### src/rtl/adc_rx_pkg.sv
`default_nettype none
// ============================================================================
// Module      : adc_rx_pkg
// Description : Shared types and constants for the AFE LVDS pixel framer.
//               - state_t : word-alignment / capture FSM states
//               - pair_t  : FIFO entry {sol, eol, data[31:0]}
//               - TRAIN_PATTERN_DEFAULT : AFE test word used for training
// Revision    : 1.0 - initial release
// ============================================================================
package adc_rx_pkg;

  typedef enum logic [2:0] {
    ST_IDLE   = 3'd0,
    ST_CHECK  = 3'd1,
    ST_SLIP   = 3'd2,
    ST_WAIT   = 3'd3,
    ST_LOCKED = 3'd4,
    ST_FAIL   = 3'd5
  } state_t;

  typedef struct packed {
    logic        sol;
    logic        eol;
    logic [31:0] data;
  } pair_t;

  localparam int          PAIR_W                = $bits(pair_t);
  localparam logic [15:0] TRAIN_PATTERN_DEFAULT = 16'hF00F;

endpackage
`default_nettype wire

### src/rtl/sync_fifo.sv
`default_nettype none
// ============================================================================
// Module      : sync_fifo
// Description : Single-clock show-ahead FIFO with count-based full/empty.
//               The head entry is visible on dout whenever empty is low.
//               A push while full is accepted only if a pop happens in the
//               same cycle. flush empties the FIFO synchronously.
// Ports       : clk, rst_n (async active-low), flush,
//               push/din, pop/dout, full, empty
// Revision    : 1.0 - initial release
// ============================================================================
module sync_fifo #(
  parameter int WIDTH = 34,
  parameter int DEPTH = 16
) (
  input  logic             clk,
  input  logic             rst_n,
  input  logic             flush,
  input  logic             push,
  input  logic [WIDTH-1:0] din,
  input  logic             pop,
  output logic [WIDTH-1:0] dout,
  output logic             full,
  output logic             empty
);

  localparam int AW = $clog2(DEPTH);

  logic [WIDTH-1:0] mem [DEPTH];
  logic [AW-1:0]    wr_ptr;
  logic [AW-1:0]    rd_ptr;
  logic [AW:0]      count;
  logic             wr_en;
  logic             rd_en;

  assign full  = (count == (AW+1)'(DEPTH));
  assign empty = (count == '0);
  // A pop frees the slot this cycle, so a push into a full FIFO still lands.
  assign wr_en = push & (~full | pop);
  assign rd_en = pop & ~empty;
  assign dout  = mem[rd_ptr];

  always_ff @(posedge clk) begin
    if (wr_en) begin
      mem[wr_ptr] <= din;
    end
  end

  always_ff @(posedge clk or negedge rst_n) begin
    if (!rst_n) begin
      wr_ptr <= '0;
      rd_ptr <= '0;
      count  <= '0;
    end else if (flush) begin
      wr_ptr <= '0;
      rd_ptr <= '0;
      count  <= '0;
    end else begin
      if (wr_en) wr_ptr <= wr_ptr + 1'b1;
      if (rd_en) rd_ptr <= rd_ptr + 1'b1;
      case ({wr_en, rd_en})
        2'b10:   count <= count + 1'b1;
        2'b01:   count <= count - 1'b1;
        default: count <= count;
      endcase
    end
  end

endmodule
`default_nettype wire

### src/rtl/adc_pixel_framer.sv
`default_nettype none
// ============================================================================
// Module      : adc_pixel_framer
// Description : Trains word alignment of a 4-lane 8:1 LVDS deserializer
//               against the AFE test pattern (bitslip search), then frames
//               active-line pixel pairs using hblank and streams them out
//               through a pair FIFO on a valid/ready interface.
// Ports       : clk, reset_n        - sensor clock, async active-low reset
//               align_req           - start/restart training
//               rx_valid, rx_data   - deserialized word {chA, chB}
//               hblank              - horizontal blanking
//               bitslip             - slip pulse to the deserializer
//               locked, align_fail  - training status
//               pix_valid/ready, pix_data, pix_sol, pix_eol - pair stream
//               overflow, short_line- sticky error flags
// Revision    : 1.0 - initial release
// ============================================================================
module adc_pixel_framer
  import adc_rx_pkg::*;
#(
  parameter logic [15:0] TRAIN_PATTERN = TRAIN_PATTERN_DEFAULT,
  parameter int          LOCK_COUNT    = 16,
  parameter int          SLIP_WAIT     = 4,
  parameter int          MAX_SLIPS     = 7,
  parameter int          LINE_PAIRS    = 800,
  parameter int          FIFO_DEPTH    = 16
) (
  input  logic        clk,
  input  logic        reset_n,
  input  logic        align_req,
  input  logic        rx_valid,
  input  logic [31:0] rx_data,
  input  logic        hblank,
  output logic        bitslip,
  output logic        locked,
  output logic        align_fail,
  output logic        pix_valid,
  input  logic        pix_ready,
  output logic [31:0] pix_data,
  output logic        pix_sol,
  output logic        pix_eol,
  output logic        overflow,
  output logic        short_line
);

  localparam int MW = $clog2(LOCK_COUNT + 1);
  localparam int SW = $clog2(MAX_SLIPS + 1);
  localparam int WW = $clog2(SLIP_WAIT + 1);
  localparam int PW = $clog2(LINE_PAIRS + 1);

  // Reset asserts asynchronously; release is retimed through two flops.
  logic [1:0] rst_sync;
  logic       rst_n;

  always_ff @(posedge clk or negedge reset_n) begin
    if (!reset_n) rst_sync <= 2'b00;
    else          rst_sync <= {rst_sync[0], 1'b1};
  end
  assign rst_n = rst_sync[1];

  // ---------------------------------------------------------------- FSM
  state_t        state, state_nxt;
  logic [MW-1:0] match_cnt, match_nxt;
  logic [SW-1:0] slip_cnt, slip_nxt;
  logic [WW-1:0] wait_cnt, wait_nxt;
  logic          pattern_ok;

  assign pattern_ok = (rx_data[31:16] == TRAIN_PATTERN) && (rx_data[15:0] == TRAIN_PATTERN);

  always_ff @(posedge clk or negedge rst_n) begin
    if (!rst_n) begin
      state     <= ST_IDLE;
      match_cnt <= '0;
      slip_cnt  <= '0;
      wait_cnt  <= '0;
    end else begin
      state     <= state_nxt;
      match_cnt <= match_nxt;
      slip_cnt  <= slip_nxt;
      wait_cnt  <= wait_nxt;
    end
  end

  always_comb begin
    state_nxt = state;
    match_nxt = match_cnt;
    slip_nxt  = slip_cnt;
    wait_nxt  = wait_cnt;
    if (align_req) begin
      state_nxt = ST_CHECK;
      match_nxt = '0;
      slip_nxt  = '0;
      wait_nxt  = '0;
    end else begin
      case (state)
        ST_CHECK: begin
          if (rx_valid) begin
            if (pattern_ok) begin
              match_nxt = match_cnt + 1'b1;
              if (match_cnt == MW'(LOCK_COUNT - 1)) state_nxt = ST_LOCKED;
            end else begin
              match_nxt = '0;
              state_nxt = (slip_cnt < SW'(MAX_SLIPS)) ? ST_SLIP : ST_FAIL;
            end
          end
        end
        ST_SLIP: begin
          slip_nxt  = slip_cnt + 1'b1;
          wait_nxt  = '0;
          state_nxt = ST_WAIT;
        end
        ST_WAIT: begin
          if (wait_cnt == WW'(SLIP_WAIT - 1)) begin
            wait_nxt  = '0;
            state_nxt = ST_CHECK;
          end else begin
            wait_nxt = wait_cnt + 1'b1;
          end
        end
        default: ;
      endcase
    end
    bitslip    = (state == ST_SLIP);
    locked     = (state == ST_LOCKED);
    align_fail = (state == ST_FAIL);
  end

  // ------------------------------------------------------- line framing
  logic          hblank_d;
  logic          hblank_rise;
  logic [PW-1:0] pair_cnt;
  logic          capture;
  logic          cap_valid;
  pair_t         cap_entry;
  pair_t         head;
  logic          fifo_full;
  logic          fifo_empty;
  logic          pop;
  logic          drop;

  assign hblank_rise = locked & hblank & ~hblank_d;
  assign capture     = locked & ~align_req & rx_valid & ~hblank & (pair_cnt < PW'(LINE_PAIRS));
  assign pop         = pix_valid & pix_ready;
  // Full FIFO without a same-cycle pop cannot take the registered pair.
  assign drop        = cap_valid & fifo_full & ~pop;

  always_ff @(posedge clk or negedge rst_n) begin
    if (!rst_n) begin
      hblank_d   <= 1'b0;
      pair_cnt   <= '0;
      cap_valid  <= 1'b0;
      cap_entry  <= '0;
      overflow   <= 1'b0;
      short_line <= 1'b0;
    end else begin
      hblank_d  <= hblank;
      cap_valid <= capture;
      if (capture) begin
        cap_entry <= '{sol: (pair_cnt == '0), eol: (pair_cnt == PW'(LINE_PAIRS - 1)), data: rx_data};
      end
      if (align_req) begin
        pair_cnt   <= '0;
        overflow   <= 1'b0;
        short_line <= 1'b0;
      end else begin
        if (hblank_rise) begin
          pair_cnt <= '0;
          if ((pair_cnt != '0) && (pair_cnt != PW'(LINE_PAIRS))) short_line <= 1'b1;
        end else if (capture) begin
          pair_cnt <= pair_cnt + 1'b1;
        end
        if (drop) overflow <= 1'b1;
      end
    end
  end

  sync_fifo #(
    .WIDTH (PAIR_W),
    .DEPTH (FIFO_DEPTH)
  ) u_pair_fifo (
    .clk   (clk),
    .rst_n (rst_n),
    .flush (align_req),
    .push  (cap_valid & ~align_req),
    .din   (cap_entry),
    .pop   (pop),
    .dout  (head),
    .full  (fifo_full),
    .empty (fifo_empty)
  );

  assign pix_valid = ~fifo_empty;
  assign pix_data  = pix_valid ? head.data : 32'd0;
  assign pix_sol   = pix_valid & head.sol;
  assign pix_eol   = pix_valid & head.eol;

endmodule
`default_nettype wire

### config.mk
export PLATFORM = sky130hd
export DESIGN_NAME = adc_pixel_framer
export DESIGN_NICKNAME = d
export VERILOG_FILES = /design/src/rtl/adc_rx_pkg.sv /design/src/rtl/sync_fifo.sv /design/src/rtl/adc_pixel_framer.sv
export SDC_FILE = /design/constraint.sdc
export NUM_CORES = 1
export LEC_CHECK = 0
export ABC_AREA = 1
export ABC_CLOCK_PERIOD_IN_PS = 3800
export CAP_MARGIN = 20
export CORE_MARGIN = 4
export CORE_UTILIZATION = 40
export DETAILED_ROUTE_END_ITERATION = 8
export GPL_TIMING_DRIVEN = 0
export PLACE_DENSITY = 0.63
export SLEW_MARGIN = 10
export SYNTH_ARGS = -nofsm -noshare
export SYNTH_HDL_FRONTEND = slang
export SYNTH_HIERARCHICAL = 1
export SYNTH_SLANG_ARGS = --single-unit
### constraint.sdc
create_clock -name clk -period 3.8 [get_ports clk]
set_input_delay 0.95 -clock clk [delete_from_list [all_inputs] [get_ports clk]]
set_output_delay 0.95 -clock clk [all_outputs]
set_load 0.01 [all_outputs]
== Word level (Yosys, flattened, before mapping) ==
Memory sizes are Yosys's and may differ from the RTL's.
Index checks and enable logic that the tools add are counted.
Widths: inputs -> output; s select.
Operators by class
  multiplexer cells: 33
  equality and inequality tests: 17
  add/sub/neg operators: 8
  magnitude comparators: 2
  reductions and logical operators: 20
  bitwise operators: 21
Operator list (count)
  $eq 16x16->1 const B: 2
  $mux 32: 1
  $mux 10: 3
  $mux 3: 10
  $mux 5: 5
  $mux 4: 4
  $reduce_bool 2->1: 8
  $and 1x1->1: 14
  $add 10x1->10 const B: 1
  $add 5x1->5 const B: 2
  $eq 10x10->1 const B: 1
  $logic_not 10->1: 1
  $lt 10x10->1 const B: 1
  $ne 10x10->1 const B: 1
  $pmux 5 s2: 1
  $reduce_bool 10->1: 1
  $eq 3x2->1 const B: 3
  $pmux 3 s3: 1
  $reduce_bool 3->1: 3
  $add 4x1->4 const B: 2
  $mux 1: 7
  $add 3x1->3 const B: 2
  $eq 3x3->1 const B: 2
  $ne 3x3->1 const B: 2
  other kinds (16): 23
Storage, ports and cells
  input bits: 38
  bits in registers: 77
  RAM bits: 544
  word-level logic and storage cells: 118
  memories kept: 1
  output and inout port bits: 40
Memory list
  u_pair_fifo.mem: depth 16, bits a word 34, read ports 1, clocked after memory_dff 0, wr ports 1, RTL line sync_fifo.sv:29  | logic [WIDTH-1:0] mem [DEPTH];

== Depth between registers and ports, before layout ==
  depth in word-level cells: 8
  depth in mapped cells: 18
  mapped depth without buffers: 17

== Hierarchy ==
Netlist, hierarchy kept.
Modules (own cells, without submodules)
  sync_fifo: times used 1, cells an instance 1711, seq. area each 16661.0 µm², area each 22326.4 µm²
  adc_pixel_framer: times used 1, cells an instance 469, seq. area each 1601.5 µm², area each 3333.2 µm²

== Least setup slack after synthesis ==
No wires, ideal clock.
  kind: input -> register
  start: input align_req
  end: memory u_pair_fifo.mem[1][0] (enable)
  library setup time: 0.468 ns
  cell stages on the path: 5
  slack: -0.628 ns
  required time: 3.332 ns
  buffers on the path: 2
  arrival: 3.960 ns
  path through: buf_2 -> nor2_1 -> nand2_1 -> clkbuf_1 -> nor3_1
Between the ends
  cells in the longest elaborated chain, start to end: 5
Ends and longest elaborated chain
  from (decl): RTL line adc_pixel_framer.sv:30  | input logic align_req,
  $not 1->1: RTL line adc_pixel_framer.sv:184  | .push (cap_valid & ~align_req),
  $and 1x1->1: RTL line adc_pixel_framer.sv:184
  $and 1x1->1: RTL line sync_fifo.sv:39  | assign wr_en = push & (~full | pop);
  $mux 1: RTL line sync_fifo.sv:44  | if (wr_en) begin
  $mux 1 (implied by the code): RTL line sync_fifo.sv:45  | mem[wr_ptr] <= din;
  to (decl): RTL line sync_fifo.sv:29
No other way between the ends.

==> results by group <==
Logic synthesis
  • Yosys top cell area share: 63.7%
  • Share of cell area taken by muxes after synthesis: 0%
  • Unique masters post-synth: 39
  • Total nets after synthesis: 2233
  • Count of yosys warnings during synthesis: 6
  • Flop and latch count out of synthesis: 621
  • Adder-Cell Fraction of Synth Area: 0.761%
  • Post-synthesis share of cell area spent on xor and xnor gates: 0.205%
  • Combinational family with the most area after synthesis: simple AND/OR/NAND/NOR gates
  • Average footprint of a synthesized cell: 11.8 µm²
  • Synthesized instance count: 2180
  • Sequential-to-total area share from yosys stat: 71.2%
  • Library cell occupying the most area in the post-synthesis netlist: sky130_fd_sc_hd__edfxtp_1
  • Post-synthesis instance area: 25700 µm²
  • Leading post-synthesis cells by cell area: sky130_fd_sc_hd__edfxtp_1, sky130_fd_sc_hd__dfrtp_1, sky130_fd_sc_hd__nor2_1
  • Compound-gate portion of the synthesized area: 10.7%
  • Share of synthesized cell area in and, or, nand and nor gates: 12.6%

STA
  • Fmax: 268 MHz
  • Fraction of the cycle the final worst path needs: 98.2%
  • Worst-margin pin slew: 934 ps
  • Post-Route Hold Slack: 266 ps
  • Number of failing hold endpoints at the final stage: 0
  • Crit path setup slack, layout: 69.6 ps
  • Clock skew after layout: 23.5 ps
  • Finish-stage setup viols: 0
  • Final critical-path required period: 3730 ps
  • Pins Over Slew Limit: 0
  • Worst max-slew margin expressed relative to the limit: 37.4%

GRT
  • Initial antenna violation count: 0
  • Vias in the first global route: 18100
  • Global-route wire length before repair: 120 mm
  • GR Util All Layers: 24.3%
  • Pin count of the biggest net entering global routing: 50
  • Overflow left after global routing: 0

Detailed routing
  • Final wirelength: 83.9 mm
  • Number of remaining DRC errors: 0
  • Via count: 18800
  • First-pass iteration count of the detailed router: 5
  • Detailed-route vias per instance: 5.70
  • Number of nets with antenna violations after routing: 0
  • Routed wirelength normalized by instance count: 25.4 µm
  • Violation count after the first detailed-route iteration: 2165

Floorplan
  • Floorplan Core Area: 63300 µm²
  • Number of ports placed on the die boundary: 78
  • Initial standard-cell utilization of the core: 40.5%
  • Floorplan row count: 92
  • Die extent in x: 261 µm
  • Total die area: 68300 µm²
  • Height of the chip: 261 µm

Clock tree
  • Number of buffers inserted for hold repair after clock tree synthesis: 0
  • Total CTS buffers: 66
  • Source-to-sink clock delay at the later pin of the worst-skew pair: 600 ps
  • Library cell used as clock root buffer: sky130_fd_sc_hd__clkbuf_16
  • H-tree level count: 3
  • CTS clk-pin slew, worst paths: 60 ps
  • Clock tree from TritonCTS: yes
  • Sinks on the clock net: 621
  • Clock buffer depth: 3

Critical path
  • Start point of the critical path: u_pair_fifo/rd_ptr[0]
  • Maximum single-stage delay on the critical path: 390 ps
  • Endpoint type of the worst setup path: output pin
  • Critical-path top delay cell: sky130_fd_sc_hd__dfrtp_1
  • Required time of the critical path: 2850 ps
  • RR Startpoint: u_pair_fifo/count[3]
  • Cells along the critical path: buf_6 -> buf_8 -> inv_8 -> clkbuf_16 -> buf_12 -> nor2_1 -> nor2_1 -> o21ai_1 -> o211ai_1 -> nand3_1 -> nand2_1 -> inv_1 -> nor2_1 -> clkdlybuf4s15_1
  • CP Launch Type: flip-flop
  • Family with the most delay on the worst path: buffers and inverters
  • Worst path bufs/invs: 7
  • Most frequent cell on the critical path: sky130_fd_sc_hd__nor2_1
  • Largest driver fanout on the critical path: 10
  • Endpoint arrival time on the critical path: 2780 ps
  • Start-to-end type of the worst setup path: reg2out

Cells and area
  • Seq. cell area: 18300 µm²
  • Most common cell after layout, fill and taps aside: sky130_fd_sc_hd__edfxtp_1
  • Layout-stage area growth over the synthesis result: 20.0%
  • Final core utilization: 48.6%
  • Fraction of layout cells with a size suffix above 1: 13.3%
  • Count of inserted antenna diode cells: 0
  • Layout Nets: 2456
  • Filler instances: 5540
  • Leading cell types in the layout, fill and taps excluded: sky130_fd_sc_hd__edfxtp_1, sky130_fd_sc_hd__nor2_1, sky130_fd_sc_hd__o21ai_0
  • Area occupied by multi-input gates: 6400 µm²

Outcome
  • Result of the run: finished clean

Place
  • Count of input and output buffers: 77
  • Setup Slack @ Placement: -954 ps
  • Hpwl dp: 56.2 mm
  • Final Wtd Congestion: 0.825

Min path
  • Path type of the worst min-delay path: reg2async

Power and ir drop
  • Total leakage power: 11.0 nW
  • Total power: 19.2 mW
  • Worst-case vdd ir drop: 309 µV
  • Cell Pwr Density: 624 nW/µm²

Flow run
  • Number of violations of the max-capacitance limit: 0
[path summary, 6_finish.rpt]
kind	endpoint	slack, ps	depth (start not counted)
worst max-delay path	pix_data[26]	70	14
max in group asynchronous	cap_entry[10]	2870	1
worst max register to register	u_pair_fifo/mem[12][8]	250	14
min in group clk	rst_sync[1]	370	0
worst min-delay path	u_pair_fifo/count[4]	270	0
worst min register to register	u_pair_fifo/count[4]	270	0
[per-layer routing]
metal	global-route usage, %	wire length (µm)
met2	38.2	38800
met1	33.3	32700
met3	5.93	9450
met5	0	0
met4	8.56	2880
[flip-flops by register name (all words and copies together), names as in the netlist]
name                cells
match_cnt               5
wait_cnt                3
u_pair_fifo/wr_ptr      4
u_pair_fifo/rd_ptr      4
u_pair_fifo/count       5
rst_sync                2
short_line              1
cap_entry              34
pair_cnt               10
state                   3
overflow                1
u_pair_fifo/mem       544
cap_valid               1
hblank_d                1
slip_cnt                3
[layout make-up]
| class | count | share of cell area (%) |
|---|---|---|
| sequential | 621 | 59.3 |
| multi-input combinational | 1304 | 20.8 |
| clock buffer | 85 | 5.84 |
| timing repair buffer | 156 | 5.19 |
| tap | 846 | 3.44 |
| buffer | 125 | 2.92 |
| inverter | 129 | 1.60 |
| clock inverter | 30 | 0.902 |
[repair_timing]
item | 4_1_cts | 5_1_grt
buffers inserted | 5 | 3
endpoints found under the setup margin | 140 | 74
pin swaps | 13 | 9
gates resized for setup | 137 | 59
gates cloned | 0 | 1
[per-stage QoR]
step	instances	area, µm²	TNS, ps
6_report	3296	30800	0
4_1_cts	3292	30700	-1210
5_1_grt	3296	30800	-40.1
3_3_place_gp	3103	27500	-2425730
3_5_place_dp	3173	28400	-168990
2_1_floorplan	2180	25700	-242410
[cell usage after synthesis]
cell / instances
sky130_fd_sc_hd__conb_1: 1
sky130_fd_sc_hd__nand2_1: 213
sky130_fd_sc_hd__clkinv_1: 3
sky130_fd_sc_hd__nand4_1: 6
sky130_fd_sc_hd__o21ai_1: 85
sky130_fd_sc_hd__nand2_2: 2
sky130_fd_sc_hd__nor4_1: 1
sky130_fd_sc_hd__buf_12: 1
sky130_fd_sc_hd__xnor2_1: 2
sky130_fd_sc_hd__o21ai_0: 215
sky130_fd_sc_hd__and3_2: 1
sky130_fd_sc_hd__a211oi_1: 1
sky130_fd_sc_hd__dfrtp_1: 77
sky130_fd_sc_hd__a31oi_1: 1
sky130_fd_sc_hd__buf_1: 12
sky130_fd_sc_hd__a22o_1: 1
sky130_fd_sc_hd__o21ai_2: 2
sky130_fd_sc_hd__ha_1: 14
sky130_fd_sc_hd__a21oi_1: 38
sky130_fd_sc_hd__buf_6: 12
sky130_fd_sc_hd__fa_1: 1
sky130_fd_sc_hd__xor2_1: 4
sky130_fd_sc_hd__nor2_1: 450
sky130_fd_sc_hd__or2_2: 1
sky130_fd_sc_hd__clkbuf_1: 62
sky130_fd_sc_hd__buf_8: 3
sky130_fd_sc_hd__o211ai_1: 136
sky130_fd_sc_hd__buf_4: 7
sky130_fd_sc_hd__edfxtp_1: 544
sky130_fd_sc_hd__inv_1: 123
sky130_fd_sc_hd__nor4_2: 1
sky130_fd_sc_hd__nor3_1: 21
sky130_fd_sc_hd__inv_2: 2
sky130_fd_sc_hd__nand3_2: 1
sky130_fd_sc_hd__nor2_2: 7
sky130_fd_sc_hd__inv_6: 1
sky130_fd_sc_hd__buf_2: 29
sky130_fd_sc_hd__nand3_1: 98
sky130_fd_sc_hd__nand3b_1: 1
[power by group]
part           internal [mW]  switching (mW)  leakage (nW)
Combinational           1.82            3.68          4.26
Sequential              7.38          0.0644          5.77
Clock                   3.67            2.61          1.00
[cell families (layout without fill, tap and decap cells)]
logic type	Yosys count	in the layout
buffers and inverters	255	525
adder cells (fa/ha/maj)	15	15
other	1	1
XOR/XNOR	6	6
AO/OA/AOI/OAI	479	479
flip-flops	621	621
AND/OR/NAND/NOR	803	803
(Power assumes the default switching activity.)
